**src/rtl/mgt_01_i_writeback_arbiter.sv**
```systemverilog
// Integer writeback arbiter: one buffered result per source (ALU, MDU, LSU),
// one register-file write per cycle, with starvation-bounded fixed priority.
module mgt_01_i_writeback_arbiter #(
    parameter int STARVE_LIMIT = 4
) (
    input  logic        clk_i,
    input  logic        rst_i,
    input  logic        alu_valid_i,
    input  logic [4:0]  alu_rd_i,
    input  logic [31:0] alu_data_i,
    output logic        alu_ready_o,
    input  logic        mdu_valid_i,
    input  logic [4:0]  mdu_rd_i,
    input  logic [31:0] mdu_data_i,
    output logic        mdu_ready_o,
    input  logic        lsu_valid_i,
    input  logic [4:0]  lsu_rd_i,
    input  logic [31:0] lsu_data_i,
    output logic        lsu_ready_o,
    output logic        we_o,
    output logic [4:0]  w_iaddr_o,
    output logic [31:0] wr_idata_o,
    output logic [31:0] wb_pending_o
);
    localparam int AW   = $clog2(STARVE_LIMIT + 1);
    localparam int NSRC = 3;  // index 0 = ALU, 1 = MDU, 2 = LSU (highest priority)

    logic [NSRC-1:0] in_valid;
    logic [4:0]      in_rd   [NSRC];
    logic [31:0]     in_data [NSRC];

    logic [NSRC-1:0] slot_full;
    logic [4:0]      slot_rd   [NSRC];
    logic [31:0]     slot_data [NSRC];
    logic [AW-1:0]   slot_age  [NSRC];

    logic [NSRC-1:0] starved;
    logic [NSRC-1:0] grant;
    logic [1:0]      grant_idx;
    logic [NSRC-1:0] ready;
    logic [NSRC-1:0] accept;

    logic            we_q;
    logic [4:0]      waddr_q;
    logic [31:0]     wdata_q;

    assign in_valid   = {lsu_valid_i, mdu_valid_i, alu_valid_i};
    assign in_rd[0]   = alu_rd_i;
    assign in_rd[1]   = mdu_rd_i;
    assign in_rd[2]   = lsu_rd_i;
    assign in_data[0] = alu_data_i;
    assign in_data[1] = mdu_data_i;
    assign in_data[2] = lsu_data_i;

    // Starved slots form the upper class; the highest index wins inside a class.
    always_comb begin
        // NOTE: every always_comb output gets a default first so no latch is inferred.
        grant     = '0;
        grant_idx = '0;
        for (int i = 0; i < NSRC; i++) begin
            starved[i] = slot_full[i] && (slot_age[i] == AW'(STARVE_LIMIT));
        end
        for (int i = 0; i < NSRC; i++) begin
            if ((|starved) ? starved[i] : slot_full[i]) begin
                grant     = NSRC'(1) << i;
                grant_idx = 2'(i);
            end
        end
    end

    // Ready depends only on slot state, never on the incoming valids.
    assign ready       = ~slot_full | grant;
    assign accept      = in_valid & ready;
    assign alu_ready_o = ready[0];
    assign mdu_ready_o = ready[1];
    assign lsu_ready_o = ready[2];

    always_ff @(posedge clk_i or posedge rst_i) begin
        if (rst_i) begin
            slot_full <= '0;
            for (int i = 0; i < NSRC; i++) begin
                slot_age[i] <= '0;
            end
        end else begin
            for (int i = 0; i < NSRC; i++) begin
                // NOTE: sequential state uses non-blocking assignments only.
                if (accept[i] && (in_rd[i] != 5'd0)) begin
                    slot_full[i] <= 1'b1;
                    slot_age[i]  <= '0;
                end else if (grant[i] || !slot_full[i]) begin
                    slot_full[i] <= 1'b0;
                    slot_age[i]  <= '0;
                end else if (slot_age[i] != AW'(STARVE_LIMIT)) begin
                    slot_age[i]  <= slot_age[i] + AW'(1);
                end
            end
        end
    end

    // NOTE: the slot payload needs no reset; the full bit decides whether it is meaningful.
    always_ff @(posedge clk_i) begin
        for (int i = 0; i < NSRC; i++) begin
            if (accept[i] && (in_rd[i] != 5'd0)) begin
                slot_rd[i]   <= in_rd[i];
                slot_data[i] <= in_data[i];
            end
        end
    end

    always_ff @(posedge clk_i or posedge rst_i) begin
        if (rst_i) begin
            we_q    <= 1'b0;
            waddr_q <= '0;
            wdata_q <= '0;
        end else begin
            we_q <= |grant;
            if (|grant) begin
                waddr_q <= slot_rd[grant_idx];
                wdata_q <= slot_data[grant_idx];
            end
        end
    end

    assign we_o       = we_q;
    assign w_iaddr_o  = waddr_q;
    assign wr_idata_o = wdata_q;

    always_comb begin
        wb_pending_o = '0;
        for (int i = 0; i < NSRC; i++) begin
            if (slot_full[i]) begin
                wb_pending_o[slot_rd[i]] = 1'b1;
            end
        end
        if (we_q) begin
            wb_pending_o[waddr_q] = 1'b1;
        end
        wb_pending_o[0] = 1'b0;
    end

endmodule

```
**config.mk**
```make
export PLATFORM = sky130hd
export DESIGN_NAME = mgt_01_i_writeback_arbiter
export DESIGN_NICKNAME = d
export VERILOG_FILES = /design/src/rtl/mgt_01_i_writeback_arbiter.sv
export SDC_FILE = /design/constraint.sdc
export NUM_CORES = 1
export LEC_CHECK = 0
export ABC_AREA = 1
export CAP_MARGIN = 20
export CORE_MARGIN = 3
export CORE_UTILIZATION = 53
export CTS_CLUSTER_DIAMETER = 120
export DETAILED_ROUTE_END_ITERATION = 16
export PLACE_DENSITY = 0.86
export SETUP_SLACK_MARGIN = 0.2
export SLEW_MARGIN = 20
export SYNTH_ARGS = -nofsm -noshare
export SYNTH_HDL_FRONTEND = slang
export SYNTH_SLANG_ARGS = --single-unit
export TNS_END_PERCENT = 30
```
**constraint.sdc**
```tcl
create_clock -name clk_i -period 7.3 [get_ports clk_i]
set_clock_uncertainty 0.15 [all_clocks]
set_input_delay 1.46 -clock clk_i [delete_from_list [all_inputs] [get_ports clk_i]]
set_output_delay 1.46 -clock clk_i [all_outputs]
set_load 0.01 [all_outputs]
```
# After elaboration in Yosys (flattened, before gate mapping)
# Memories as Yosys holds them, arrays and structs flattened. A register that Yosys moved wholly into a read port is not among the register bits.
# Cells that the tools add are included.
# totals
reg_bits,13
mem_bits_rw,111
in_bits,116
output_inout_bits,73
word_cells,100
mem_count,2
# mem_list
memory,depth,word_bits,read_ports,rd_clocked_by_memory_dff,wr,line_no,source
slot_data,3,32,1,1,3,34,logic [31:0] slot_data [NSRC];
slot_rd,3,5,4,1,3,33,logic [4:0] slot_rd [NSRC];
# op_classes
n_addsub,3
n_lt_le_gt_ge,8
eq_ne,6
mux,41
bitwise_logic,6
n_reduce_logical,27
# op_table
cell,n
$mux 32,4
$or 32x32->32,3
$mux 3,10
$lt 5x6->1 const B,4
$mux 1,21
$demux 1 s5,4
$ge 5x1->1 const B,4
$reduce_bool 5->1,3
$logic_and 1x1->1,10
$add 3x1->3 const B,3
$eq 3x3->1 const B,3
$ne 3x3->1 const B,3
$reduce_bool 3->1,3
$reduce_bool 2->1,3
$reduce_or 3->1,2
$mux 2,2
$and 3x3->3,1
$logic_not 1->1,3
$logic_or 1x1->1,3
$not 3->3,1
$or 3x3->3,1

# Depth between registers and ports, before layout
# depth
ltp_word,12
ltp_mapped,12
ltp_nobuf,11

# Least setup slack after synthesis
# OpenSTA, ideal clock, no wires.
# synth_path
path_kind,in2reg
from,input port alu_rd_i[1]
to,memory slot_data[0][0] (enable)
setup_time_ns,0.431
arrival_ns,3.184
required_time_ns,6.719
slack_ns,3.535
stages,3
path_buffers,0
path_cell_list,or2_2 o41ai_1 nor2_1
# synth_lines
element,line_no,source
start: declaration,9,"input logic [4:0] alu_rd_i,"
end: declaration,34,

# Worst setup path in the final report
# layout_path
from,register slot_age[3] (netlist bit)
to,output port mdu_ready_o
# layout_via
elab_chain_len,7
# layout_rtl
element,line_no,source
start: declaration,35,logic [AW-1:0] slot_age [NSRC];
start signal: indexed assignment,94,slot_age[i] <= slot_age[i] + AW'(1);
$eq 3x3->1 *,61,starved[i] = slot_full[i] && (slot_age[i] == AW'(STARVE_LIMIT));
$logic_and 1x1->1 *,61,
$reduce_or 3->1,64,if ((|starved) ? starved[i] : slot_full[i]) begin
$mux 1,64,
$mux 2,64,
$mux 3 *,64,
$or 3x3->3 *,72,assign ready = ~slot_full | grant;
end: declaration,15,"output logic mdu_ready_o,"
# Mark *: on every way between the ends. The rest lies on a longest branch, timed or not.

==> flow_summary.json <==
{
  "setup_viol": 0,
  "diodes": 0,
  "cts_resized": 0,
  "synth_warnings": 0,
  "numCtsBuffers": 17,
  "core_area_mm2": 0.0133,
  "synth_top_area_cell": "edfxtp_1",
  "cp-start-kind": "register",
  "io_buffers": 187,
  "place_hpwl_um": 13800,
  "leakagePower_nw": 4.00,
  "cp-end-kind": "output port",
  "fin_crit_sh_pct": 62.6,
  "ioPinCount": 189,
  "hold_path_class": "reg2reg",
  "drc": 0,
  "start_util_pct": 54.5,
  "clk_pin_slew_ps": 60,
  "die-area_mm2": 0.0152,
  "ir_drop_mv": 0.253,
  "dp_slack_ps": 3180,
  "critPathRequiredTime_ps": 5690,
  "synthDistinctLibCells": 30,
  "vias": 6166,
  "min_period_ps": 4570,
  "switchingPower_mw": 1.55,
  "grt_max_degree": 79,
  "grt_pass1_wl_um": 31800,
  "wirelength_um": 20700,
  "cts_setup_buffers": 0,
  "rsz0062_at_grt": "false",
  "seqPwrFrac_pct": 36.8,
  "p_sw_share_pct": 38.4,
  "post_drt_via_cell_ratio": 5.83,
  "gp_congestion": 0.993,
  "placed_cell_area_mm2": 0.00922,
  "slew_headroom_pct": 35.3,
  "clock_path_buffers": 2,
  "wl_per_cell_um": 19.5,
  "syn_area_mm2": 0.00727,
  "slew_viol_final": 0,
  "hold_viol_final": 0,
  "drt_iter0_markers": 744,
  "rows": 42,
  "worst-r2r-cell-count": 10,
  "firstDrtPassIters": 5,
  "worst-endpoint-arrival_ps": 2960,
  "nets": 991,
  "max_freq_mhz": 219,
  "synth_area_leaders": "edfxtp_1 (46%), dfrtp_1 (17%), nand3_1 (11%)",
  "power.density_mw_per_mm2": 410,
  "power.total_mw": 4.03,
  "grt_pass1_vias": 6078,
  "synthCells": 687,
  "hold_path_depth": 2,
  "htreeDepth": 4,
  "cp_max_fo": 78,
  "clock-sinks": 161,
  "cts_tree": "built",
  "antenna_found_initial": 1,
  "setup_ws_ps": 2730,
  "layout-drive-gt1-share_pct": 5.90,
  "postCtsHoldBufs": 0,
  "cts-root-buf": "clkbuf_16",
  "grt-ovfl-total": 0,
  "ys_seq_elements": 161,
  "area_growth_syn_to_layout_pct": 35.2,
  "pwr-share-clk_pct": 22.0,
  "cap_violations": 0,
  "syn_avg_cell_area_um2": 10.6,
  "worstSkewPairLatency_ps": 420,
  "p_int_mw": 2.48,
  "n_fill_cell": 963,
  "die_y_um": 123,
  "holdWs_ps": 332,
  "synth_top_area_share_pct": 45.8,
  "ant_nets": 0,
  "synth_nets": 809,
  "worst_slew_pin_slew_ps": 969,
  "status": "complete, no violations",
  "final_area_mm2": 0.00983,
  "track_usage_pct": 27.7,
  "die_x_um": 123,
  "critical_path_class": "reg2out",
  "synth_seq_area_share_pct": 63.0,
  "p_comb_share_pct": 41.1,
  "tns_ps": 0
}
==> critical path, stage by stage (launching register included) <==
cell             delay, ps
dfrtp_1                400
inv_1                   80
ha_1                   180
nand3_2                130
nand2_1                130
nand2_2                 80
nand2_4                610
a21oi_2                230
inv_1                  140
clkdlybuf4s50_1        540
==> metal layers <==
metal / routed length [um] / vias to the layer above / track usage [%]
met5: 13 / - / 0
met4: 494 / 2 / 10.6
met3: 2030 / 48 / 6.22
met2: 10500 / 368 / 46.3
met1: 7660 / 2941 / 35.4
li1: - / 2807 / -
==> path summary, 6_finish.rpt <==
kind,startpoint,endpoint,slack [ps]
min in group asynchronous,rst_i,slot_age[5],1380
worst min register to register,wr_idata_o[19],wr_idata_o[19],330
worst max register to register,slot_age[3],wr_idata_o[14],3470
worst max-delay path,slot_age[3],mdu_ready_o,2730
worst min-delay path,wr_idata_o[19],wr_idata_o[19],330
max in group asynchronous,rst_i,wr_idata_o[16],5160
==> placed cells by master (no fill, tap or decap), types with 4 or more instances in the layout <==
cell type	Yosys	routed
clkdlybuf4s50_1	0	187
nand2_1	168	168
nand3_1	161	161
edfxtp_1	111	111
inv_1	55	54
dfrtp_1	50	50
o221ai_1	29	29
a22oi_1	17	17
clkbuf_16	0	17
nor2_1	14	11
o22a_1	8	8
a21oi_1	8	8
ha_1	6	6
nand3_2	4	4
nor3_1	4	4
==> per-stage QoR <==
| step | cells | utilization (%) |
|---|---|---|
| floorplan | 687 | - |
| global placement | 1024 | 68.9 |
| detailed placement | 1025 | 69.1 |
| CTS | 1057 | 73.5 |
| global route | 1058 | 73.7 |
| finish | 1058 | 73.7 |
==> cells in the mapped netlist (all sizes together) <==
cell type,instances
nand2,172
o21ai,1
dfrtp,50
xnor2,3
edfxtp,111
o22ai,1
o41ai,3
inv,57
a22oi,17
a21oi,9
nor2,14
clkinv,1
buf,27
conb,1
ha,6
clkbuf,2
o22a,8
or2,3
nand4,2
o221ai,29
nor3,4
nand3,165
o211ai,1
==> kinds of logic (layout without fill, tap and decap cells) <==
family                   after synthesis  count (layout)  share of synthesized area [%]
buffers and inverters                 87             282                           5.90
XOR/XNOR                               3               3                          0.361
AO/OA/AOI/OAI                         69              69                           7.50
adder cells (fa/ha/maj)                6               6                           1.03
AND/OR/NAND/NOR                      360             360                           22.1
flip-flops                           161             161                           63.0
other                                  1               1                         0.0516
==> registers in the layout, summed over array words and instances (netlist names) <==
| name | count |
|---|---|
| w_iaddr_o | 5 |
| slot_rd | 15 |
| slot_age | 9 |
| slot_full | 3 |
| we_o | 1 |
| slot_data | 96 |
| wr_idata_o | 32 |
==> final cells by class <==
| class | instances | area [um2] | share of cell area (%) |
|---|---|---|---|
| Tap cell | 176 | 220 | 2.24 |
| Inverter | 58 | 219 | 2.23 |
| Sequential cell | 161 | 4580 | 46.6 |
| Multi-Input combinational cell | 439 | 2280 | 23.2 |
| Clock buffer | 20 | 437 | 4.44 |
| Clock inverter | 12 | 156 | 1.59 |
| Timing Repair Buffer | 192 | 1930 | 19.7 |
==> power by group through the flow <==
stage	Clock, mW	Combinational (mW)	Sequential, mW
6_report	0.888	1.66	1.49
5_1_grt	0.936	1.83	1.51
4_1_cts	0.898	1.64	1.48
3_5_place_dp	0	1.62	1.49
3_3_place_gp	0	1.58	1.48
2_1_floorplan	0	0.959	1.49
Power figures use the tool's default switching activity.
